===== src/rtl/seq_restoring_divider_if.sv =====
// Bus bundle for seq_restoring_divider: start/busy/done handshake, operands
// and results. The div_by_zero flag exists only when DIV_BY_ZERO_FLAG_EN is
// defined.
//
// Handshake: the master raises start with dividend/divisor stable; the slave
// accepts it on a rising edge where busy=0 and samples the operands on that
// edge only. done is a one-cycle pulse marking quotient/remainder valid. The
// results are held until a later operation completes.
interface seq_restoring_divider_if #(
  parameter int width = 8
);
  logic                 start;
  logic [2*width-1:0]   dividend;
  logic [width-1:0]     divisor;
  logic                 busy;
  logic                 done;
  logic [2*width-1:0]   quotient;
  logic [width-1:0]     remainder;
`ifdef DIV_BY_ZERO_FLAG_EN
  logic                 div_by_zero;

  modport master (
    output start, dividend, divisor,
    input  busy, done, quotient, remainder, div_by_zero
  );

  modport slave (
    input  start, dividend, divisor,
    output busy, done, quotient, remainder, div_by_zero
  );
`else
  modport master (
    output start, dividend, divisor,
    input  busy, done, quotient, remainder
  );

  modport slave (
    input  start, dividend, divisor,
    output busy, done, quotient, remainder
  );
`endif
endinterface


===== src/rtl/seq_restoring_divider.sv =====
// Sequential restoring divider: 2*width-bit dividend / width-bit divisor.
// It produces one quotient bit per clock, so an operation takes 2*width
// RUN cycles followed by a one-cycle DONE pulse.
// Optional feature macro: DIV_BY_ZERO_FLAG_EN. When it is defined, a zero
// divisor skips RUN and raises div_by_zero. The results match the
// iterative path either way.
module seq_restoring_divider #(
  parameter int width = 8
) (
  input  logic                    clk,
  input  logic                    rst,
  seq_restoring_divider_if.slave  bus,
  output logic [1:0]              dbg_state
);

  localparam int DW = 2 * width;
  localparam int CW = $clog2(DW);
  localparam logic [CW-1:0] LAST_CNT = CW'(DW - 1);

  typedef enum logic [1:0] {
    S_IDLE = 2'd0,
    S_RUN  = 2'd1,
    S_DONE = 2'd2
  } state_e;

  state_e              state_q, state_d;
  logic [CW-1:0]       cnt_q, cnt_d;
  logic [width:0]      rem_q, rem_d;       // partial remainder R
  logic [DW-1:0]       sh_q, sh_d;         // dividend bits out, quotient bits in
  logic [width-1:0]    dsr_q, dsr_d;       // latched divisor
  logic [DW-1:0]       quot_q, quot_d;
  logic [width-1:0]    remo_q, remo_d;
`ifdef DIV_BY_ZERO_FLAG_EN
  logic                dbz_q, dbz_d;
`endif

  // Datapath for one restoring step
  logic [width:0]      r_shift;
  logic [width:0]      r_next;
  logic                q_bit;
  logic [DW-1:0]       sh_next;

  // One iteration: shift in the next dividend MSB, then subtract the divisor if it fits
  always_comb begin
    r_shift = {rem_q[width-1:0], sh_q[DW-1]};
    q_bit   = (r_shift >= {1'b0, dsr_q});
    r_next  = q_bit ? (r_shift - {1'b0, dsr_q}) : r_shift;
    sh_next = {sh_q[DW-2:0], q_bit};
  end

  // Next-state and register-update logic; everything holds unless stated
  always_comb begin
    state_d = state_q;
    cnt_d   = cnt_q;
    rem_d   = rem_q;
    sh_d    = sh_q;
    dsr_d   = dsr_q;
    quot_d  = quot_q;
    remo_d  = remo_q;
`ifdef DIV_BY_ZERO_FLAG_EN
    dbz_d   = dbz_q;
`endif
    case (state_q)
      S_IDLE, S_DONE: begin
        if (bus.start) begin
          // A start in DONE is accepted as well. done still pulses this cycle
          // for the operation that just finished.
          state_d = S_RUN;
          cnt_d   = '0;
          rem_d   = '0;
          sh_d    = bus.dividend;
          dsr_d   = bus.divisor;
`ifdef DIV_BY_ZERO_FLAG_EN
          dbz_d   = 1'b0;
          if (bus.divisor == '0) begin
            // These are the same results the full iteration would give.
            state_d = S_DONE;
            quot_d  = '1;
            remo_d  = bus.dividend[width-1:0];
            dbz_d   = 1'b1;
          end
`endif
        end else if (state_q == S_DONE) begin
          state_d = S_IDLE;
        end
      end
      S_RUN: begin
        rem_d = r_next;
        sh_d  = sh_next;
        cnt_d = cnt_q + 1'b1;
        if (cnt_q == LAST_CNT) begin
          // Results are published only on the edge that enters DONE.
          state_d = S_DONE;
          quot_d  = sh_next;
          remo_d  = r_next[width-1:0];
        end
      end
      default: begin
        state_d = S_IDLE;
      end
    endcase
  end

  // State and datapath registers with synchronous reset
  always_ff @(posedge clk) begin
    if (rst) begin
      state_q <= S_IDLE;
      cnt_q   <= '0;
      rem_q   <= '0;
      sh_q    <= '0;
      dsr_q   <= '0;
      quot_q  <= '0;
      remo_q  <= '0;
`ifdef DIV_BY_ZERO_FLAG_EN
      dbz_q   <= 1'b0;
`endif
    end else begin
      state_q <= state_d;
      cnt_q   <= cnt_d;
      rem_q   <= rem_d;
      sh_q    <= sh_d;
      dsr_q   <= dsr_d;
      quot_q  <= quot_d;
      remo_q  <= remo_d;
`ifdef DIV_BY_ZERO_FLAG_EN
      dbz_q   <= dbz_d;
`endif
    end
  end

  // Outputs decode directly from registered state and results
  always_comb begin
    bus.busy        = (state_q == S_RUN);
    bus.done        = (state_q == S_DONE);
    bus.quotient    = quot_q;
    bus.remainder   = remo_q;
`ifdef DIV_BY_ZERO_FLAG_EN
    bus.div_by_zero = dbz_q;
`endif
    dbg_state       = state_q;
  end

endmodule


===== src/flat_wrapper.sv =====
// flat-port wrapper written by rule: the top's interface ports become plain ports
module seq_restoring_divider_flat 
#(
  parameter int width = 8
)
  (clk, rst, dbg_state, bus_start, bus_dividend, bus_divisor, bus_busy, bus_done, bus_quotient, bus_remainder);
  seq_restoring_divider_if #(.width(width)) bus_i ();
  input  logic clk;
  input  logic rst;
  output logic [1:0] dbg_state;
  input wire logic [$bits(bus_i.start)-1:0] bus_start;
  input wire logic [$bits(bus_i.dividend)-1:0] bus_dividend;
  input wire logic [$bits(bus_i.divisor)-1:0] bus_divisor;
  output wire logic [$bits(bus_i.busy)-1:0] bus_busy;
  output wire logic [$bits(bus_i.done)-1:0] bus_done;
  output wire logic [$bits(bus_i.quotient)-1:0] bus_quotient;
  output wire logic [$bits(bus_i.remainder)-1:0] bus_remainder;
  assign bus_i.start = bus_start;
  assign bus_i.dividend = bus_dividend;
  assign bus_i.divisor = bus_divisor;
  assign bus_busy = bus_i.busy;
  assign bus_done = bus_i.done;
  assign bus_quotient = bus_i.quotient;
  assign bus_remainder = bus_i.remainder;
  seq_restoring_divider #(.width(width)) u_core (.clk(clk), .rst(rst), .bus(bus_i), .dbg_state(dbg_state));
endmodule

===== config.mk =====
export PLATFORM = sky130hd
export DESIGN_NAME = seq_restoring_divider_flat
export DESIGN_NICKNAME = d
export VERILOG_FILES = /design/src/rtl/seq_restoring_divider_if.sv /design/src/rtl/seq_restoring_divider.sv /design/src/flat_wrapper.sv
export SDC_FILE = /design/constraint.sdc
export NUM_CORES = 1
export LEC_CHECK = 0
export ABC_CLOCK_PERIOD_IN_PS = 2600
export BUFFER_PORTS_ARGS = -buffer_cell sky130_fd_sc_hd__buf_2
export CORE_ASPECT_RATIO = 0.6
export CORE_UTILIZATION = 50
export CTS_CLUSTER_DIAMETER = 100
export DETAILED_ROUTE_END_ITERATION = 6
export PLACE_DENSITY = 0.73
export REMOVE_ABC_BUFFERS = 1
export SETUP_SLACK_MARGIN = 0.2
export SYNTH_ARGS = -nofsm -noshare
export SYNTH_HDL_FRONTEND = slang
export SYNTH_SLANG_ARGS = --single-unit

===== constraint.sdc =====
create_clock -name clk -period 2.6 [get_ports clk]
set_input_delay 0.13 -clock clk [delete_from_list [all_inputs] [get_ports clk]]
set_output_delay 0.13 -clock clk [all_outputs]
set_load 0.1 [all_outputs]

# After elaboration in Yosys (flattened, before gate mapping)
# Index checks and enable logic that the tools add are counted.
[totals]
in_bits = 27
word_cells = 34
output_inout_bits = 28
register_bits = 62
[classes]
n_addsub = 2
n_mux = 11
reduce_logical = 7
magnitude_cmp = 1
eq_ne = 6
[op_table]
columns = ["op", "count"]
rows = [
  ["case mux 16 bit (2 select lines)", 1],
  ["2-to-1 mux 16 bit", 1],
  ["2-to-1 mux 8 bit", 2],
  ["case mux 8 bit (2 select lines)", 1],
  ["greater-or-equal comparator 9 x 8 -> 1 bit", 1],
  ["case mux 4 bit (2 select lines)", 1],
  ["AND reduction 2 bit", 4],
  ["subtractor 8 bit", 1],
  ["2-to-1 mux 2 bit", 3],
  ["adder 4 x 1 -> 4 bit (second input constant)", 1],
  ["== test 4 bit (second input constant)", 1],
  ["2-to-1 mux 4 bit", 1],
  ["case mux 2 bit (2 select lines)", 1],
  ["!= test 3 bit (second input constant)", 1],
  ["== test 2 x 1 -> 1 bit (second input constant)", 1],
  ["== test 2 bit (second input constant)", 1],
  ["logical NOT 2 bit", 1],
  ["!= test 2 x 1 -> 1 bit (second input constant)", 1],
  ["!= test 2 bit (second input constant)", 1],
  ["nonzero test 2 bit", 1],
  ["OR reduction 2 bit", 1],
]

# Longest topological paths before layout
# Gate-level depths: netlist of run 1.
[logic_depth]
depth_word = 4
ltp_mapped = 9
depth_no_buf = 9

# Worst setup path after synthesis of run 1
# Ideal clock, no wire load.
[synth_timing]
path_type = "reg-to-reg"
startpoint = "register u_core.state_q[0], in the netlist u_core.dbg_state[0]"
endpoint = "register u_core.sh_q[0]"
required_ns = 2.528
setup_ns = 0.072
path_stages_with_launch = 6
t_arrival_ns = 2.842
n_path_buf = 1
synth_period_minus_slack_ns = 2.914
slack_ns = -0.314
cell_sequence = "dfxtp_1 > nand2b_1 > inv_1 > clkbuf_1 > o21ai_0 > a21oi_1"
[synth_via]
elab_cells_between_ends = 8
cone_classes = "eq/ne: 3; mux: 1; reduce/logical: 4"
[synth_rtl]
columns = ["element", "line_no", "text"]
rows = [
  ["start, declared", "seq_restoring_divider.sv:26", "state_e state_q, state_d;"],
  ["start signal, assigned", "seq_restoring_divider.sv:118", "state_q <= state_d;"],
  ["== test 2 x 1 -> 1 bit (*)", "-", ""],
  ["net bus_busy", "flat_wrapper.sv:14", "output wire logic [$bits(bus_i.busy)-1:0] bus_busy;"],
  ["nonzero test 2 bit (no source line)", "-", ""],
  ["AND reduction 2 bit (no source line)", "-", ""],
  ["end signal, assigned", "seq_restoring_divider.sv:110", "sh_q <= '0;"],
  ["end signal, assigned", "seq_restoring_divider.sv:121", "sh_q <= sh_d;"],
  ["end, declared", "seq_restoring_divider.sv:29", "logic [DW-1:0] sh_q, sh_d;"],
]
# The timed path passes the listed nets; every way through them passes the cells marked *.
# A chain may end at the register's enable or synchronous reset.

# Worst setup path after layout of run 1
[layout_timing]
startpoint = "register u_core.sh_q[15]"
endpoint = "register u_core.rem_q[6]"
[layout_via]
elab_chain_cells = 3
elab_cells_between_ends = 4
cone_classes = "add/sub: 1; order compare: 1; mux: 2"
[layout_rtl]
columns = ["element", "line_no", "text"]
rows = [
  ["subtractor 8 bit / greater-or-equal comparator 9 x 8 -> 1 bit (equally long branches)", "seq_restoring_divider.sv:47, seq_restoring_divider.sv:46", ""],
  ["2-to-1 mux 8 bit (*)", "seq_restoring_divider.sv:47", "r_next = q_bit ? (r_shift - {1'b0, dsr_q}) : r_shift;"],
  ["case mux 8 bit (2 select lines) (*)", "seq_restoring_divider.sv:63", "case (state_q)"],
  ["end signal, assigned", "seq_restoring_divider.sv:120", "rem_q <= rem_d;"],
  ["end, declared", "seq_restoring_divider.sv:28", "logic [width:0] rem_q, rem_d;"],
]
# Mark *: on every way between the ends. The rest lies on a longest branch, timed or not.

==> impl_metrics.env, run 1 <==
export IMPL_status="finished, final reports clean"
export IMPL_clk_latency_ps=340
export IMPL_period_minus_slack_ps=2250
export IMPL_drive_gt1_share_pct=21.7
export IMPL_setup_violations=0
export IMPL_max_cap_violations=0
export IMPL_grt_antenna_before_repair=0
export IMPL_netlist_area_um2=2940
export IMPL_yosysWarnings=0
export IMPL_yosysSeqAreaShare_pct=42.3
export IMPL_cts_made_buffers=9
export IMPL_cp_common_cell="inv_1"
export IMPL_final_cell_mix="72 x nand2_1, 62 x dfxtp_1, 54 x buf_2, 45 x a21oi_1, 21 x nor2_1"
export IMPL_die_w_um=101
export IMPL_fp_dieH_um=61.4
export IMPL_grt_use_total_pct=25.5
export IMPL_tritoncts="yes"
export IMPL_synth_seq_cells=62
export IMPL_initial_core_util_pct=52.2
export IMPL_n_antenna_cell=0
export IMPL_required_ps=2850
export IMPL_grt_pass1_wl_um=11700
export IMPL_final_common_cell="nand2_1"
export IMPL_p_int_uw=2020
export IMPL_core_area_um2=5620
export IMPL_combPwrFrac_pct=31.5
export IMPL_clock_path_buffers=2
export IMPL_finalPower_uw=3070
export IMPL_worst_pin_slew_ps=758
export IMPL_crit_slowest_cell="fa_1"
export IMPL_relSlewSlack_pct=49.3
export IMPL_p_seq_share_pct=34.4
export IMPL_drt_initial_drc_count=232
export IMPL_hold_class="in2reg"
export IMPL_avgSynthCellArea_um2=8.16
export IMPL_route_detailed_drc=0
export IMPL_area_growth_syn_to_layout_pct=19.6
export IMPL_clock_power_share_pct=34.0
export IMPL_rows=21
export IMPL_wl_um=7650
export IMPL_cts_root_buf="clkbuf_8"
export IMPL_dp_slack_ps=313
export IMPL_syn_inst=360
export IMPL_switching_share_pct=34.1
export IMPL_yosys_area_top_type="dfxtp_1"
export IMPL_fmax_ghz=0.445
export IMPL_vias_per_cell=5.66
export IMPL_slew_viol_final=0
export IMPL_power_leakage_uw=0.00141
export IMPL_cp_cell_sequence="inv_1, ha_1, inv_1, fa_1, a211oi_1, o2111ai_1, o41ai_1, o22ai_1, a311oi_1"
export IMPL_wl_per_cell_um=15.5
export IMPL_synthTopCellsByArea="dfxtp_1 42%, nand2_1 9.2%, a21oi_1 7.7%, a22oi_1 4.3%, ha_1 3.8%"
export IMPL_critPathBufInv=2
export IMPL_hold_violations=0
export IMPL_cts_sinks=62
export IMPL_htree_levels=3
export IMPL_start_kind="flip-flop"
export IMPL_setup_ws_ps=352
export IMPL_io_pins=55
export IMPL_dieArea_um2=6190
export IMPL_crit_type="reg2reg"
export IMPL_synth_ff_type="dfxtp_1"
export IMPL_synth_edf_count=0
export IMPL_gp_routability_congestion=0.977
export IMPL_final_util_pct=62.4
export IMPL_fin_skew_ps=5.12
export IMPL_layout_cells_non_filler=495
export IMPL_synth_cell_type_count=52
export IMPL_num_vias=2800
export IMPL_cp_top_family="compound AO/OA/AOI/OAI gates"
export IMPL_grt_max_degree=32
export IMPL_hpwlAfterDp_um=5390
export IMPL_final_nets=447
export IMPL_dr_pass1_iters=5
export IMPL_power_density_nw_per_um2=873
export IMPL_crit_arrival_ps=2500
export IMPL_cpPeakStageDelay_ps=400
export IMPL_end_kind="flip-flop"
export IMPL_async_flop_share_pct=0
export IMPL_netSwitchingPower_uw=1050
export IMPL_period_share_pct=86.4
export IMPL_cp_max_fo=3
export IMPL_dp_cells=477
export IMPL_synth_top_area_share_pct=42.3
export IMPL_clkTransAtPathRegs_ps=70
export IMPL_grt_overflow=0
export IMPL_antenna_left=0
export IMPL_vdd_drop_max_mv=0.498
export IMPL_whs_ps=20.8
export IMPL_grt_pass1_vias=2299
export IMPL_grt_setup_unrepaired="no"
export IMPL_portBuffers=54
area by class of cell:
| class | instances | area [um2] |
|---|---|---|
| clock buffers | 9 | 124 |
| clock inverters | 7 | 121 |
| fillers | 539 | 2110 |
| inverters | 15 | 56.3 |
| multi-input cells | 257 | 1500 |
| flip-flops and latches | 62 | 1240 |
| well taps | 80 | 100 |
| repair buffers | 65 | 365 |
power groups by stage:
stage	Clock (uW)	Combinational, uW	Sequential (uW)
after floorplan	0	604	1070
after global placement	0	857	1070
after detailed placement	0	868	1080
after CTS	1060	869	1050
after global routing	1100	1040	1060
final	1040	967	1060
metrics by stage:
stage	area [um2]	setup TNS, ps
floorplan	2790	-11670
CTS	3480	0
finish	3510	0
global route	3510	0
detailed placement	3230	0
global placement	3230	0
cell usage after synthesis (all sizes together) (2+ instances only):
library cell and number:
a211oi 3, a21oi 46, a22oi 17, a311oi 6
a31oi 2, a32o 2, buf 8, clkbuf 17
dfxtp 62, ha 9, inv 15, nand2 72
nand2b 3, nand3 8, nand3b 6, nor2 21
nor2b 3, nor3 6, o211ai 10, o21ai 15
o31ai 2, or3 3, xnor2 3
flip-flops by register name, summed over array words and instances, names as in the netlist:
signal	count
u_core.rem_q	8
u_core.bus.remainder	8
u_core.sh_q	16
u_core.dsr_q	8
u_core.dbg_state	2
u_core.bus.quotient	16
u_core.cnt_q	4
kinds of logic (layout without fill, tap and decap cells):
group	count (synthesis)	after routing	synth area share (%)
flops	62	62	42.3
buf+inv	41	96	6.86
xor+xnor	3	3	0.895
simple gates	128	128	19.2
fa+ha+maj	10	10	4.52
compound gates	116	116	26.2
per-layer routing:
metal  vias up  GRT usage (%)  wire length [um]
li1       1389              -                 -
met1      1283           39.5              3980
met2       119           33.4              2980
met3         9           6.70               608
met4         0           8.07                84
met5         -              0                 0
tightest hold or removal path, stage by stage:
cell and delay [ps]:
buf_2 100, nand2_1 40, a21oi_1 50
repair_timing:
| item | 4_1_cts | 5_1_grt |
|---|---|---|
| hold buffers | 0 | 0 |
| resized for setup | 0 | 1 |
| buffers inserted | 0 | 2 |
| setup endpoints to repair | 0 | 8 |
path summary, 6_finish.rpt:
path	startpoint	end	slack, ps	cells past startpoint
setup / recovery	u_core.sh_q[15]$_SDFFE_PP0P_	u_core.rem_q[6]$_SDFFE_PP0P_	350	9
hold / removal	bus_divisor[7]	u_core.dsr_q[7]$_SDFFE_PP0P_	20	3
setup reg to reg	u_core.sh_q[15]$_SDFFE_PP0P_	u_core.rem_q[6]$_SDFFE_PP0P_	350	9
hold reg to reg	u_core.dsr_q[7]$_SDFFE_PP0P_	u_core.dsr_q[7]$_SDFFE_PP0P_	460	2
No activity file was read; power rests on OpenSTA's default activity.
==> inputs of run 2 (changes only) <==
Settings changed: GPL_TIMING_DRIVEN from default to 0, HOLD_SLACK_MARGIN from default to 0.05, SETUP_SLACK_MARGIN 0.2 to 0.05.
==> impl_metrics.env, run 2 (synthesized netlist as in run 1, its figures left out) <==
export IMPL_status="finished, final reports clean"
export IMPL_power_leakage_uw=0.00141
export IMPL_r2r_start="u_core.dsr_q[6]$_SDFFE_PP0P_"
export IMPL_io_pins=55
export IMPL_r2r_end="u_core.rem_q[2]$_SDFFE_PP0P_"
export IMPL_grt_use_total_pct=25.9
export IMPL_cts_made_buffers=9
export IMPL_num_vias=2808
export IMPL_cts_sinks=62
export IMPL_worst_pin_slew_ps=1050
export IMPL_dieArea_um2=6190
export IMPL_fp_dieH_um=61.4
export IMPL_fin_skew_ps=4.66
export IMPL_initial_core_util_pct=52.2
export IMPL_final_area_um2=3570
export IMPL_cp_endpoint="u_core.rem_q[2]$_SDFFE_PP0P_"
export IMPL_layout_cells_non_filler=499
export IMPL_dr_pass1_iters=5
export IMPL_grt_setup_unrepaired="no"
export IMPL_n_antenna_cell=0
export IMPL_hpwlAfterDp_um=4950
export IMPL_required_ps=2840
export IMPL_end_kind="flip-flop"
export IMPL_start_kind="flip-flop"
export IMPL_relSlewSlack_pct=29.7
export IMPL_route_detailed_drc=0
export IMPL_postPlaceCellArea_um2=3210
export IMPL_vdd_drop_max_mv=0.379
export IMPL_final_nets=451
export IMPL_gp_routability_congestion=0.918
export IMPL_clk_latency_ps=340
export IMPL_drt_initial_drc_count=142
export IMPL_portBuffers=54
export IMPL_vias_per_cell=5.63
export IMPL_hold_violations=0
export IMPL_wl_per_cell_um=14.9
export IMPL_die_w_um=101
export IMPL_crit_arrival_ps=2630
export IMPL_crit_type="reg2reg"
export IMPL_r2r_cells=7
export IMPL_grt_pass1_wl_um=11900
export IMPL_grt_max_degree=62
export IMPL_rows=21
export IMPL_hold_class="in2reg"
export IMPL_period_minus_slack_ps=2400
export IMPL_clkTransAtPathRegs_ps=70
export IMPL_grt_antenna_before_repair=0
export IMPL_max_cap_violations=0
export IMPL_cts_root_buf="clkbuf_8"
export IMPL_setup_violations=0
export IMPL_r2r_setup_slack_ps=200
export IMPL_dp_cells=470
export IMPL_period_share_pct=92.2
export IMPL_clock_path_buffers=2
export IMPL_htree_levels=3
export IMPL_slew_viol_final=0
export IMPL_area_growth_syn_to_layout_pct=21.6
export IMPL_grt_pass1_vias=2399
export IMPL_core_area_um2=5620
export IMPL_final_common_cell="nand2_1"
export IMPL_antenna_left=0
export IMPL_final_cell_mix="72 x nand2_1, 62 x dfxtp_1, 54 x buf_2, 45 x a21oi_1, 19 x nor2_1"
export IMPL_drive_gt1_share_pct=20.5
export IMPL_crit_path_start="u_core.dsr_q[6]$_SDFFE_PP0P_"
export IMPL_wl_um=7410
export IMPL_tritoncts="yes"
export IMPL_cp_max_fo=18
export IMPL_fmax_ghz=0.417
export IMPL_grt_overflow=0
export IMPL_power_density_nw_per_um2=824
[run 2: how the worst min path moves through the flow]
stage / from / end / slack (ps) / depth (start not counted)
2_1_floorplan: rst / u_core.bus.quotient[10]$_SDFFE_PP0P_ / 200 / 1
3_3_place_gp: bus_divisor[1] / u_core.dsr_q[1]$_SDFFE_PP0P_ / 370 / 3
3_5_place_dp: bus_divisor[2] / u_core.dsr_q[2]$_SDFFE_PP0P_ / 380 / 3
4_1_cts: bus_dividend[4] / u_core.sh_q[4]$_SDFFE_PP0P_ / 50 / 3
5_1_grt: bus_dividend[13] / u_core.sh_q[13]$_SDFFE_PP0P_ / 70 / 3
6_report: bus_dividend[5] / u_core.sh_q[5]$_SDFFE_PP0P_ / 60 / 3
[run 2: layout make-up]
class	instances	area, um2
Fill cell	508	2050
Multi-Input combinational cell	257	1510
Sequential cell	62	1240
Timing Repair Buffer	69	448
Clock buffer	10	128
Tap cell	80	100
Clock inverter	6	86.3
Inverter	15	56.3
[run 2: metrics by stage]
step                setup slack [ps]  utilization (%)  TNS (ps)  hold slack [ps]  total power [uW]
floorplan                       -569                -    -11670              199              1670
global placement                -550             56.2     -9030              373              1880
detailed placement              26.1             57.1         0              376              1900
CTS                              117             62.7         0             50.8              2840
global route                    58.7             63.5         0             71.2              3100
finish                           203             63.5         0             63.2              2940
[run 2: where the power goes]
group          switching, uW  internal (uW)
combinational            584            372
clock                    387            538
sequential              56.7           1000
[run 2: per-layer routing]
| layer | share of wire, % | global-route usage (%) | up-vias |
|---|---|---|---|
| met2 | 43 | 37.3 | 91 |
| met3 | 5.9 | 9.53 | 8 |
| met4 | 0.90 | 6.83 | 0 |
| li1 | - | - | 1388 |
| met1 | 50 | 36.5 | 1321 |
| met5 | 0 | 0 | - |
[run 2: repair_timing]
action,4_1_cts,5_1_grt
resized for setup,1,2
hold buffers,10,0
setup buffers,0,3
endpoints found under the hold margin,10,0
setup endpoints to repair,2,12
pin swaps,0,0
[run 2: worst max-delay path: stages (launching register included)]
cell and delay, ps:
dfxtp_1 330, inv_1 40, ha_1 370, a21oi_2 210
nor2b_1 100, or3_1 570, or3_1 410, a32o_1 260
==> inputs of run 3 (changes only) <==
Settings changed: RECOVER_POWER from default to 100.
==> impl_metrics.env, run 3 (synthesized netlist as in run 1, its figures left out) <==
export IMPL_fp_dieH_um=61.4
export IMPL_crit_arrival_ps=2640
export IMPL_layout_cells_non_filler=499
export IMPL_grt_overflow=0
export IMPL_grt_setup_unrepaired="no"
export IMPL_hpwlAfterDp_um=4950
export IMPL_hold_class="in2reg"
export IMPL_power_leakage_uw=0.00129
export IMPL_required_ps=2840
export IMPL_finalPower_uw=2930
export IMPL_cts_made_buffers=9
export IMPL_grt_antenna_before_repair=0
export IMPL_p_int_uw=1910
export IMPL_switching_share_pct=34.9
export IMPL_cts_sinks=62
export IMPL_drive_gt1_share_pct=13.1
export IMPL_wl_per_cell_um=14.9
export IMPL_clk_latency_ps=340
export IMPL_final_common_cell="nand2_1"
export IMPL_period_minus_slack_ps=2400
export IMPL_start_kind="flip-flop"
export IMPL_hold_violations=0
export IMPL_dp_slack_ps=26.1
export IMPL_wl_um=7450
export IMPL_gp_routability_congestion=0.918
export IMPL_dr_pass1_iters=5
export IMPL_clkTransAtPathRegs_ps=70
export IMPL_num_vias=2802
export IMPL_combPwrFrac_pct=32.2
export IMPL_area_growth_syn_to_layout_pct=20.2
export IMPL_drt_initial_drc_count=153
export IMPL_final_cell_mix="72 x nand2_1, 62 x dfxtp_1, 45 x a21oi_1, 28 x clkbuf_1, 26 x buf_2"
export IMPL_slew_viol_final=0
export IMPL_grt_pass1_wl_um=11900
export IMPL_rows=21
export IMPL_setup_violations=0
export IMPL_grt_max_degree=62
export IMPL_antenna_left=0
export IMPL_cp_max_fo=18
export IMPL_fin_skew_ps=6.61
export IMPL_cts_root_buf="clkbuf_8"
export IMPL_dieArea_um2=6190
export IMPL_vdd_drop_max_mv=0.376
export IMPL_io_pins=55
export IMPL_p_seq_share_pct=36.2
export IMPL_clock_path_buffers=2
export IMPL_die_w_um=101
export IMPL_final_nets=451
export IMPL_tritoncts="yes"
export IMPL_relSlewSlack_pct=1.51
export IMPL_grt_use_total_pct=25.9
export IMPL_initial_core_util_pct=52.2
export IMPL_fmax_ghz=0.417
export IMPL_clock_power_share_pct=31.7
export IMPL_power_density_nw_per_um2=831
export IMPL_core_area_um2=5620
export IMPL_end_kind="flip-flop"
export IMPL_htree_levels=3
export IMPL_route_detailed_drc=0
export IMPL_n_antenna_cell=0
export IMPL_worst_pin_slew_ps=1480
export IMPL_portBuffers=54
export IMPL_setup_ws_ps=201
export IMPL_vias_per_cell=5.62
export IMPL_period_share_pct=92.3
export IMPL_crit_type="reg2reg"
export IMPL_dp_cells=470
export IMPL_netSwitchingPower_uw=1020
export IMPL_grt_pass1_vias=2399
export IMPL_status="finished, final reports clean"
export IMPL_max_cap_violations=0
==> run 3: critical path, stage by stage, from the launching register on <==
cell	delay, ps
dfxtp_1	330
inv_1	40
ha_1	370
a21oi_2	210
nor2b_1	100
or3_1	570
or3_1	410
a32o_1	260
==> run 3: per-layer routing <==
layer	vias to the layer above	track usage [%]	wire length, um
met5	-	0	0
met4	0	6.83	91
met3	10	9.53	445
met2	92	37.3	3200
met1	1315	36.5	3710
li1	1385	-	-
==> run 3: what timing repair did <==
item,CTS,global route
endpoints found under the hold margin,10,0
endpoints found under the setup margin,2,12
buffers inserted,0,3
cloned,0,0
hold buffers,10,0
resized for setup,1,2
==> run 3: through the flow <==
stage | hold WS, ps | instance area, um2 | setup TNS, ps | util (%)
after floorplan | 199 | 2790 | -11670 | -
after global routing | 71.2 | 3530 | 0 | 62.8
after CTS | 50.8 | 3530 | 0 | 62.7
final | 62.3 | 3530 | 0 | 62.8
after detailed placement | 376 | 3210 | 0 | 57.1
after global placement | 373 | 3160 | -9030 | 56.2
==> run 3: final timing paths <==
kind,slack (ps),to,depth (start not counted),start
setup / recovery,200,u_core.rem_q[2]$_SDFFE_PP0P_,7,u_core.dsr_q[6]$_SDFFE_PP0P_
hold / removal,60,u_core.sh_q[5]$_SDFFE_PP0P_,3,bus_dividend[5]
setup reg to reg,200,u_core.rem_q[2]$_SDFFE_PP0P_,7,u_core.dsr_q[6]$_SDFFE_PP0P_
hold reg to reg,460,u_core.bus.quotient[7]$_SDFFE_PP0P_,2,u_core.bus.quotient[7]$_SDFFE_PP0P_
==> run 3: final cells by class <==
type | instances | area (um2)
Clock inverter | 6 | 86.3
Multi-Input combinational cell | 257 | 1510
Sequential cell | 62 | 1240
Fill cell | 525 | 2090
Tap cell | 80 | 100
Clock buffer | 10 | 128
Timing Repair Buffer | 69 | 414
Inverter | 15 | 56.3
==> run 3: power by group through the flow <==
| stage | logic (uW) | registers, uW | clock network, uW |
|---|---|---|---|
| floorplan | 604 | 1070 | 0 |
| CTS | 841 | 1060 | 939 |
| global placement | 810 | 1070 | 0 |
| finish | 943 | 1060 | 929 |
| detailed placement | 821 | 1080 | 0 |
| global route | 1030 | 1070 | 990 |
